--- src/rtl/song_pkg.sv ---
// Shared types and constants for the song scheduler and the song ROM sequencers.
package song_pkg;

  localparam int NOTE_W = 5;
  localparam logic [NOTE_W-1:0] REST_NOTE = 5'd25;

  typedef enum logic [1:0] {
    IDLE = 2'd0,
    BGM  = 2'd1,
    SFX  = 2'd2
  } sched_state_t;

endpackage

--- src/rtl/beat_divider.sv ---
// Beat divider: counts 1..CLK_DIV and pulses tick on the last count of each beat.
module beat_divider #(
  parameter int CLK_DIV = 6000000
) (
  input  logic clk,
  input  logic rst_n,
  input  logic clr,
  input  logic en,
  output logic tick
);

  localparam int CNT_W = $clog2(CLK_DIV + 1);
  localparam logic [CNT_W-1:0] CNT_LAST = CNT_W'(CLK_DIV);
  localparam logic [CNT_W-1:0] CNT_ONE  = CNT_W'(1);

  logic [CNT_W-1:0] div_cnt;

  // Held at 1 while disabled or cleared so the next beat is always a full one.
  always_ff @(posedge clk) begin
    if (!rst_n) begin
      div_cnt <= CNT_ONE;
    end else if (clr || !en || (div_cnt == CNT_LAST)) begin
      div_cnt <= CNT_ONE;
    end else begin
      div_cnt <= div_cnt + CNT_ONE;
    end
  end

  assign tick = en && (div_cnt == CNT_LAST);

endmodule

--- src/rtl/song_scheduler.sv ---
// Song scheduler: shares one note path between a BGM song and preempting SFX jingles.
//  state | meaning
//  IDLE  | silent, divider held, waiting for bgm_play or sfx_req
//  BGM   | stepping through the latched BGM song, one step per beat
//  SFX   | stepping through the latched SFX; BGM position parked in saved_step
module song_scheduler
  import song_pkg::*;
#(
  parameter int CLK_DIV = 6000000,
  parameter int STEP_W  = 7,
  parameter int SFX_LEN = 32
) (
  input  logic              clk,
  input  logic              rst_n,
  input  logic              bgm_play,
  input  logic [1:0]        bgm_sel,
  input  logic              bgm_loop,
  input  logic              sfx_req,
  input  logic [1:0]        sfx_id,
  output logic [2:0]        rom_sel,
  output logic [STEP_W-1:0] rom_step,
  input  logic [NOTE_W-1:0] rom_note,
  output logic [NOTE_W-1:0] note,
  output logic              beat_tick,
  output logic              sfx_active,
  output logic              sfx_done
);

  localparam logic [STEP_W-1:0] STEP_LAST = '1;
  localparam logic [STEP_W-1:0] SFX_LAST  = STEP_W'(SFX_LEN - 1);
  localparam logic [STEP_W-1:0] STEP_ONE  = STEP_W'(1);

  sched_state_t      state, state_nx;
  logic [STEP_W-1:0] step, step_nx;
  logic [STEP_W-1:0] saved_step, saved_nx;
  logic [1:0]        bgm_id, bgm_id_nx;
  logic [1:0]        sfx_id_q, sfx_id_nx;
  logic              tick;
  logic              div_clr;

  beat_divider #(.CLK_DIV(CLK_DIV)) u_div (
    .clk  (clk),
    .rst_n(rst_n),
    .clr  (div_clr),
    .en   (state != IDLE),
    .tick (tick)
  );

  always_ff @(posedge clk) begin
    if (!rst_n) begin
      state      <= IDLE;
      step       <= '0;
      saved_step <= '0;
      bgm_id     <= '0;
      sfx_id_q   <= '0;
      note       <= REST_NOTE;
    end else begin
      state      <= state_nx;
      step       <= step_nx;
      saved_step <= saved_nx;
      bgm_id     <= bgm_id_nx;
      sfx_id_q   <= sfx_id_nx;
      note       <= (state == IDLE) ? REST_NOTE : rom_note;
    end
  end

  // Branch order encodes edge priority: sfx_req > end-of-song > bgm_play change.
  always_comb begin
    state_nx  = state;
    step_nx   = step;
    saved_nx  = saved_step;
    bgm_id_nx = bgm_id;
    sfx_id_nx = sfx_id_q;
    sfx_done  = 1'b0;
    case (state)
      IDLE: begin
        if (sfx_req) begin
          state_nx  = SFX;
          step_nx   = '0;
          sfx_id_nx = sfx_id;
          bgm_id_nx = bgm_sel;
          saved_nx  = '0;
        end else if (bgm_play) begin
          state_nx  = BGM;
          step_nx   = '0;
          bgm_id_nx = bgm_sel;
        end
      end
      BGM: begin
        if (sfx_req) begin
          saved_nx  = step;
          state_nx  = SFX;
          step_nx   = '0;
          sfx_id_nx = sfx_id;
        end else if (tick && (step == STEP_LAST)) begin
          step_nx = '0;
          if (!bgm_loop) state_nx = IDLE;
        end else if (!bgm_play) begin
          state_nx = IDLE;
          step_nx  = '0;
        end else if (tick) begin
          step_nx = step + STEP_ONE;
        end
      end
      SFX: begin
        if (sfx_req) begin
          step_nx   = '0;
          sfx_id_nx = sfx_id;
        end else if (tick && (step == SFX_LAST)) begin
          sfx_done = 1'b1;
          if (bgm_play) begin
            state_nx = BGM;
            step_nx  = saved_step;
          end else begin
            state_nx = IDLE;
            step_nx  = '0;
          end
        end else if (tick) begin
          step_nx = step + STEP_ONE;
        end
      end
      default: begin
        state_nx = IDLE;
        step_nx  = '0;
      end
    endcase
  end

  // A restarted SFX gets a fresh full beat just like a state entry.
  assign div_clr    = (state_nx != state) || ((state == SFX) && sfx_req);
  assign beat_tick  = tick;
  assign sfx_active = (state == SFX);
  assign rom_sel    = {sfx_active, sfx_active ? sfx_id_q : bgm_id};
  assign rom_step   = step;

endmodule

--- config.mk ---
export PLATFORM = sky130hd
export DESIGN_NAME = song_scheduler
export DESIGN_NICKNAME = d
export VERILOG_FILES = /design/src/rtl/song_pkg.sv /design/src/rtl/beat_divider.sv /design/src/rtl/song_scheduler.sv
export SDC_FILE = /design/constraint.sdc
export NUM_CORES = 1
export LEC_CHECK = 0
export ABC_CLOCK_PERIOD_IN_PS = 2000
export BUFFER_PORTS_ARGS = -buffer_cell sky130_fd_sc_hd__buf_2
export CAP_MARGIN = 5
export CORE_MARGIN = 1.5
export CORE_UTILIZATION = 52
export DETAILED_ROUTE_END_ITERATION = 10
export GPL_ROUTABILITY_DRIVEN = 0
export GPL_TIMING_DRIVEN = 1
export HOLD_SLACK_MARGIN = 0.12
export PLACE_DENSITY = 0.87
export SLEW_MARGIN = 40
export SYNTH_ARGS = -nofsm -noshare
export SYNTH_HDL_FRONTEND = slang
export SYNTH_SLANG_ARGS = --single-unit
--- constraint.sdc ---
create_clock -name clk -period 2 [get_ports clk]
set_input_delay 0.4 -clock clk [delete_from_list [all_inputs] [get_ports clk]]
set_output_delay 0.4 -clock clk [all_outputs]
set_load 0.005 [all_outputs]
# --- Word level (Yosys, flattened, before mapping) ---
# Cells that the tools add are included.
word_totals:
  regBits: 48
  latchBits: 0
  ram_bits: 0
  rom_bits: 0
  input_bits: 14
  out_inout_bits: 18
  word_cells: 66
  mem_count: 0
op_classes:
  n_addsub: 2
  mul: 0
  div: 0
  magnitude_cmp: 0
  eq_ne: 9
  shift: 0
  muxes: 29
  bitwise_logic: 1
  n_reduce_logical: 18
ops:
  columns: ["op", "count"]
  rows:
  - ["2-to-1 mux 7 bit", 11]
  - ["adder 23 x 1 -> 23 bit (second input constant)", 1]
  - ["== test 23 bit (second input constant)", 1]
  - ["2-to-1 mux 2 bit", 11]
  - ["case mux 7 bit (3 select lines)", 1]
  - ["case mux 7 bit (2 select lines)", 1]
  - ["adder 7 x 1 -> 7 bit (second input constant)", 1]
  - ["== test 7 x 5 -> 1 bit (second input constant)", 1]
  - ["== test 7 bit (second input constant)", 1]
  - ["case mux 2 bit (3 select lines)", 1]
  - ["nonzero test 2 bit", 3]
  - ["logical AND 1 bit", 4]
  - ["2-to-1 mux 1 bit", 4]
  - ["!= test 2 bit (second input constant)", 2]
  - ["AND reduction 2 bit", 2]
  - ["OR reduction 2 bit", 2]
  - ["logical OR 1 bit", 3]
  - ["!= test 3 bit (second input constant)", 1]
  - ["AND reduction 3 bit", 1]
  - ["OR reduction 3 bit", 1]
  - ["== test 2 x 1 -> 1 bit (second input constant)", 1]
  - ["== test 2 bit (second input constant)", 1]
  - ["logical NOT 2 bit", 1]
  - ["!= test 2 bit", 1]
  - ["2 further kinds", 2]

# --- Longest topological paths before layout ---
depth:
  word_depth: 11
  mapped_depth: 10
  mapped_depth_nobuf: 9

# --- Modules after synthesis ---
# Synthesis repeated with hierarchy kept, for this count alone.
unflattened:
  cells_unflattened: 293
  area_unflattened_um2: 2580.0
modules_own_cells:
  columns: ["module", "instances", "cells_each", "area_each_um2", "seq_area_each_um2"]
  rows:
  - ["song_scheduler", 1, 165, 1415.1, 500.5]
  - ["beat_divider", 1, 128, 1164.9, 460.4]

# --- Worst setup path before layout ---
# Ideal clock, no wire load.
synth_timing:
  path_kind: "reg2reg"
  from: "register u_div.div_cnt[0]"
  to: "register step[3] (netlist: rom_step[3])"
  setup_time_ps: 128
  arrival_time_ps: 2030
  t_required_ps: 1872
  path_slack_ps: -159
  path_stages_with_launch: 9
  path_buffers: 0
  synth_period_minus_slack_ps: 2159
  cell_sequence: "dfxtp_1 inv_1 ha_1 nor4bb_1 nand4_2 o31ai_1 a21oi_1 a222oi_1 nor3b_1"
synth_between:
  elab_chain_cells: 7
  word_cells_on_any_way: 11
  classes_between: "eq/ne: 1; mux: 7; reduce/logical: 3"
synth_lines:
  columns: ["element", "line_no", "rtl"]
  rows:
  - ["start, declared", "beat_divider.sv:16", "logic [CNT_W-1:0] div_cnt;"]
  - ["start signal, assigned", "beat_divider.sv:25", "div_cnt <= div_cnt + CNT_ONE;"]
  - ["== test 23 bit (*)", "beat_divider.sv:29", "assign tick = en && (div_cnt == CNT_LAST);"]
  - ["logical AND 1 bit (*)", "beat_divider.sv:29", null]
  - ["2-to-1 mux 7 bit (2 in a row)", null, null]
  - ["2-to-1 mux 7 bit", "song_scheduler.sv:95", "end else if (tick && (step == STEP_LAST)) begin"]
  - ["2-to-1 mux 7 bit", "song_scheduler.sv:90", "if (sfx_req) begin"]
  - ["case mux 7 bit (3 select lines) (*)", "song_scheduler.sv:75", "case (state)"]
  - ["end signal, assigned", "song_scheduler.sv:59", "step <= step_nx;"]
  - ["end, declared", "song_scheduler.sv:34", "logic [STEP_W-1:0] step, step_nx;"]
# Mark *: on every way between the ends. The rest lies on a longest branch, timed or not.
# A chain may end at the register's enable or synchronous reset.

# --- Final worst setup path ---
layout_timing:
  from: "register u_div.div_cnt[13]"
  to: "register u_div.div_cnt[22]"
layout_between:
  elab_chain_cells: 11
  word_cells_on_any_way: 15
  classes_between: "add/sub: 1; eq/ne: 2; mux: 5; reduce/logical: 7"
layout_lines:
  columns: ["element", "line_no", "rtl"]
  rows:
  - ["== test 23 bit", "beat_divider.sv:22, beat_divider.sv:29", null]
  - ["logical AND 1 bit", "beat_divider.sv:29", null]
  - ["logical AND 1 bit, on equally long branches", "song_scheduler.sv:109, song_scheduler.sv:95", null]
  - ["2-to-1 mux 2 bit, on equally long branches", "song_scheduler.sv:109, song_scheduler.sv:95", null]
  - ["2-to-1 mux 2 bit, on equally long branches", "song_scheduler.sv:106, song_scheduler.sv:90", null]
  - ["case mux 2 bit (3 select lines)", "song_scheduler.sv:75", null]
  - ["!= test 2 bit", "song_scheduler.sv:130", "assign div_clr = (state_nx != state) || ((state == SFX) && sfx_req);"]
  - ["logical OR 1 bit", "song_scheduler.sv:130", null]
  - ["logical OR 1 bit (2 in a row)", "beat_divider.sv:22", "end else if (clr || !en || (div_cnt == CNT_LAST)) begin"]
  - ["OR reduction 2 bit (no source line)", null, null]
# Several ways; a longest one is shown, not always the timed one.

==> results.md <==
* Die Height at 73.4 um
* Worst clock skew at 0.00937 ns
* Clock latency on the worst-skew pair at 0.30 ns
* Gr usage total at 33.3%
* Top FF cell, synth: dfxtp_1
* Largest net degree at the start of global routing at 20
* Post-Route Utilization at 81.4%
* Ratio of total power to cell area at 530 mW/mm^2
* DRT antenna net count at 0
* Grt total ovfl at 0
* Synthesized cell area at 0.00258 mm^2
* # rows at 25
* CTS Sinks at 48
* Synthesis Warnings at 0
* Crit path cell chain: buf_6, nor4bb_4, nand4_2, buf_6, buf_12, nor4_4, o31a_1, o21ai_2, buf_4, buf_6, buf_16, nor2_1
* Hold Path Class: in2reg
* Ant diodes at 0
* Synth Net Count at 319
* Hold_buf cts at 0
* Slowest stage delay, CP at 0.36 ns
* Initial core utilization at 54.3%
* Vias in the first global route at 2,710
* WL per Instance at 20.7 um
* Post-Route WL at 9.68 mm
* Failing checks: setup timing
* Sequential fraction of the synthesis area at 37.2%
* Tmin final at 2.39 ns
* Worst setup EP type: flop
* Rel. slew slack at 61.6%
* DP HPWL at 4.70 mm
* Max rail drop VDD at 0.000492 V
* Clock tree buffer depth at 2
* R2r startpoint: u_div.div_cnt[13]
* CTS Buf Count at 5
* CP bufs+invs at 6
* Unrepaired setup endpoints after global routing: yes
* Share of layout cells above drive strength 1 at 44.8%
* Final hold slack at 0.279 ns
* Avg Inst Size Synth at 8.66 um^2
* Max-slew violation count at 0
* Most common cell after layout, fill and taps aside: buf_4
* CTS tree: built
* Layout Nets at 420
* Fillers at 248
* Die area at 0.00539 mm^2
* Tot Pwr at 0.00205 W
* Final worst-path cycle share at 119%
* Hold Crit Start: rom_note[4]
* Drt pass-1 iters at 7
* Final hold vios at 0
* Dpl ws at -0.233 ns
* Worst-Margin Slew at 0.572 ns
* Worst setup path start: u_div.div_cnt[13]
* Critical Path AT at 2.63 ns
* CP delay by family, top: buffers and inverters
* CP max stage cell: dfxtp_2
* Setup CP Type: reg2reg
* Library cells used by synthesis at 53
* Via count at 2,918
* Most frequent cells in the layout: 59 x buf_4, 41 x dfxtp_1, 30 x buf_2, 20 x nor2_1, 16 x nand2_1
* Top cell by count, worst path: buf_6
* DRC viols at 0
* Die Wd at 73.4 um
* Worst-path fanout max at 6
* Routed vias/inst at 6.25
* Leak at 1.55 nW
* Seq cells post-synth at 48
* Core area at 0.00475 mm^2
* Clock Root Buffer: clkbuf_8
* Clock transition at path regs at 0.10 ns
* Initial DRC Count at 326
* Status: finished with violations
* Startpoint types: flop
* Initial antenna violation count at 0
* Synth Instances at 298
* Worst endpoint required time at 2.24 ns
* Layout area overhead at 50.0%
* Post-synth ARST share at 0%
* EDFF count, synth at 0
* H-tree Lvls at 2
* Max-cap violations at 0
* Final setup vio count at 34
* I/O pins at 32
* Setup_tns at -9.35 ns
* First-pass GRT wire length at 13.5 mm
* Post-route setup slack at -0.390 ns
* Port Buffer Count at 31
* Max Clk Rate at 418 MHz
## layer usage
layer	GRT usage [%]	part of all wire (%)	wire (um)
met2	55.1	47	4550
met3	7.41	8.7	846
met4	17.9	6.7	650
met1	40.1	38	3630
met5	0	0	0
## through the flow
| step | instances | cell area (um^2) |
|---|---|---|
| finish | 467 | 3870 |
| global route | 467 | 3870 |
| CTS | 463 | 3740 |
| detailed placement | 436 | 3210 |
| global placement | 436 | 3210 |
| floorplan | 298 | 2630 |
## kinds of logic after synthesis
family	Yosys count	synth area share (%)
buf+inv	26	4.56
mux	6	2.42
simple gates	139	31.7
fa+ha+maj	7	3.39
compound gates	47	12.2
xor+xnor	25	8.49
flops	48	37.2
## where the power goes
group / leakage [nW] / internal [W] / total [W] / switching, W
registers: 0.391 / 0.000977 / 0.000990 / 0.0000128
logic: 1.11 / 0.000212 / 0.000441 / 0.000229
clock network: 0.0455 / 0.000283 / 0.000621 / 0.000338
## sequential cells by signal (all words and copies together), names as in the netlist
register       cells
note               5
saved_step         7
state              2
bgm_id             2
u_div.div_cnt     23
rom_step           7
sfx_id_q           2
## what timing repair did
item | CTS | global route
setup endpoints to repair | 35 | 35
buffers inserted | 17 | 5
pin swaps | 36 | 18
cloned | 3 | 0
gates resized for setup | 64 | 23
## path summary, 6_finish.rpt
path | endpoint | slack (ns) | depth (start not counted)
min reg2reg | saved_step[0] | 0.54 | 2
max reg2reg | u_div.div_cnt[22] | -0.39 | 12
min | note[4] | 0.28 | 2
max | u_div.div_cnt[22] | -0.39 | 12
## final cells by class
cell class / instances / area (um^2) / share of cell area, %
Multi-Input combinational cell: 224 / 1800 / 46.5
Sequential cell: 48 / 970 / 25.1
Timing Repair Buffer: 109 / 885 / 22.9
Clock buffer: 8 / 90.1 / 2.33
Tap cell: 67 / 83.8 / 2.17
Inverter: 11 / 43.8 / 1.13
## synthesized netlist by cell type (7+ instances only)
master     n  area [um^2]
a22oi_1    7         52.6
nand3_1   13         65.1
ha_1       7         87.6
clkbuf_1  10         37.5
nor3b_1    8         60.1
nor2_1    36          135
nor2b_1   15         93.8
o21ai_0    7         35.0
dfxtp_1   48          961
a21oi_1   12         60.1
xnor2_1   10         87.6
inv_1     11         41.3
xor2_1    15          131
nand2_1   17         63.8
Note: power is estimated with default switching activity, not from simulation.
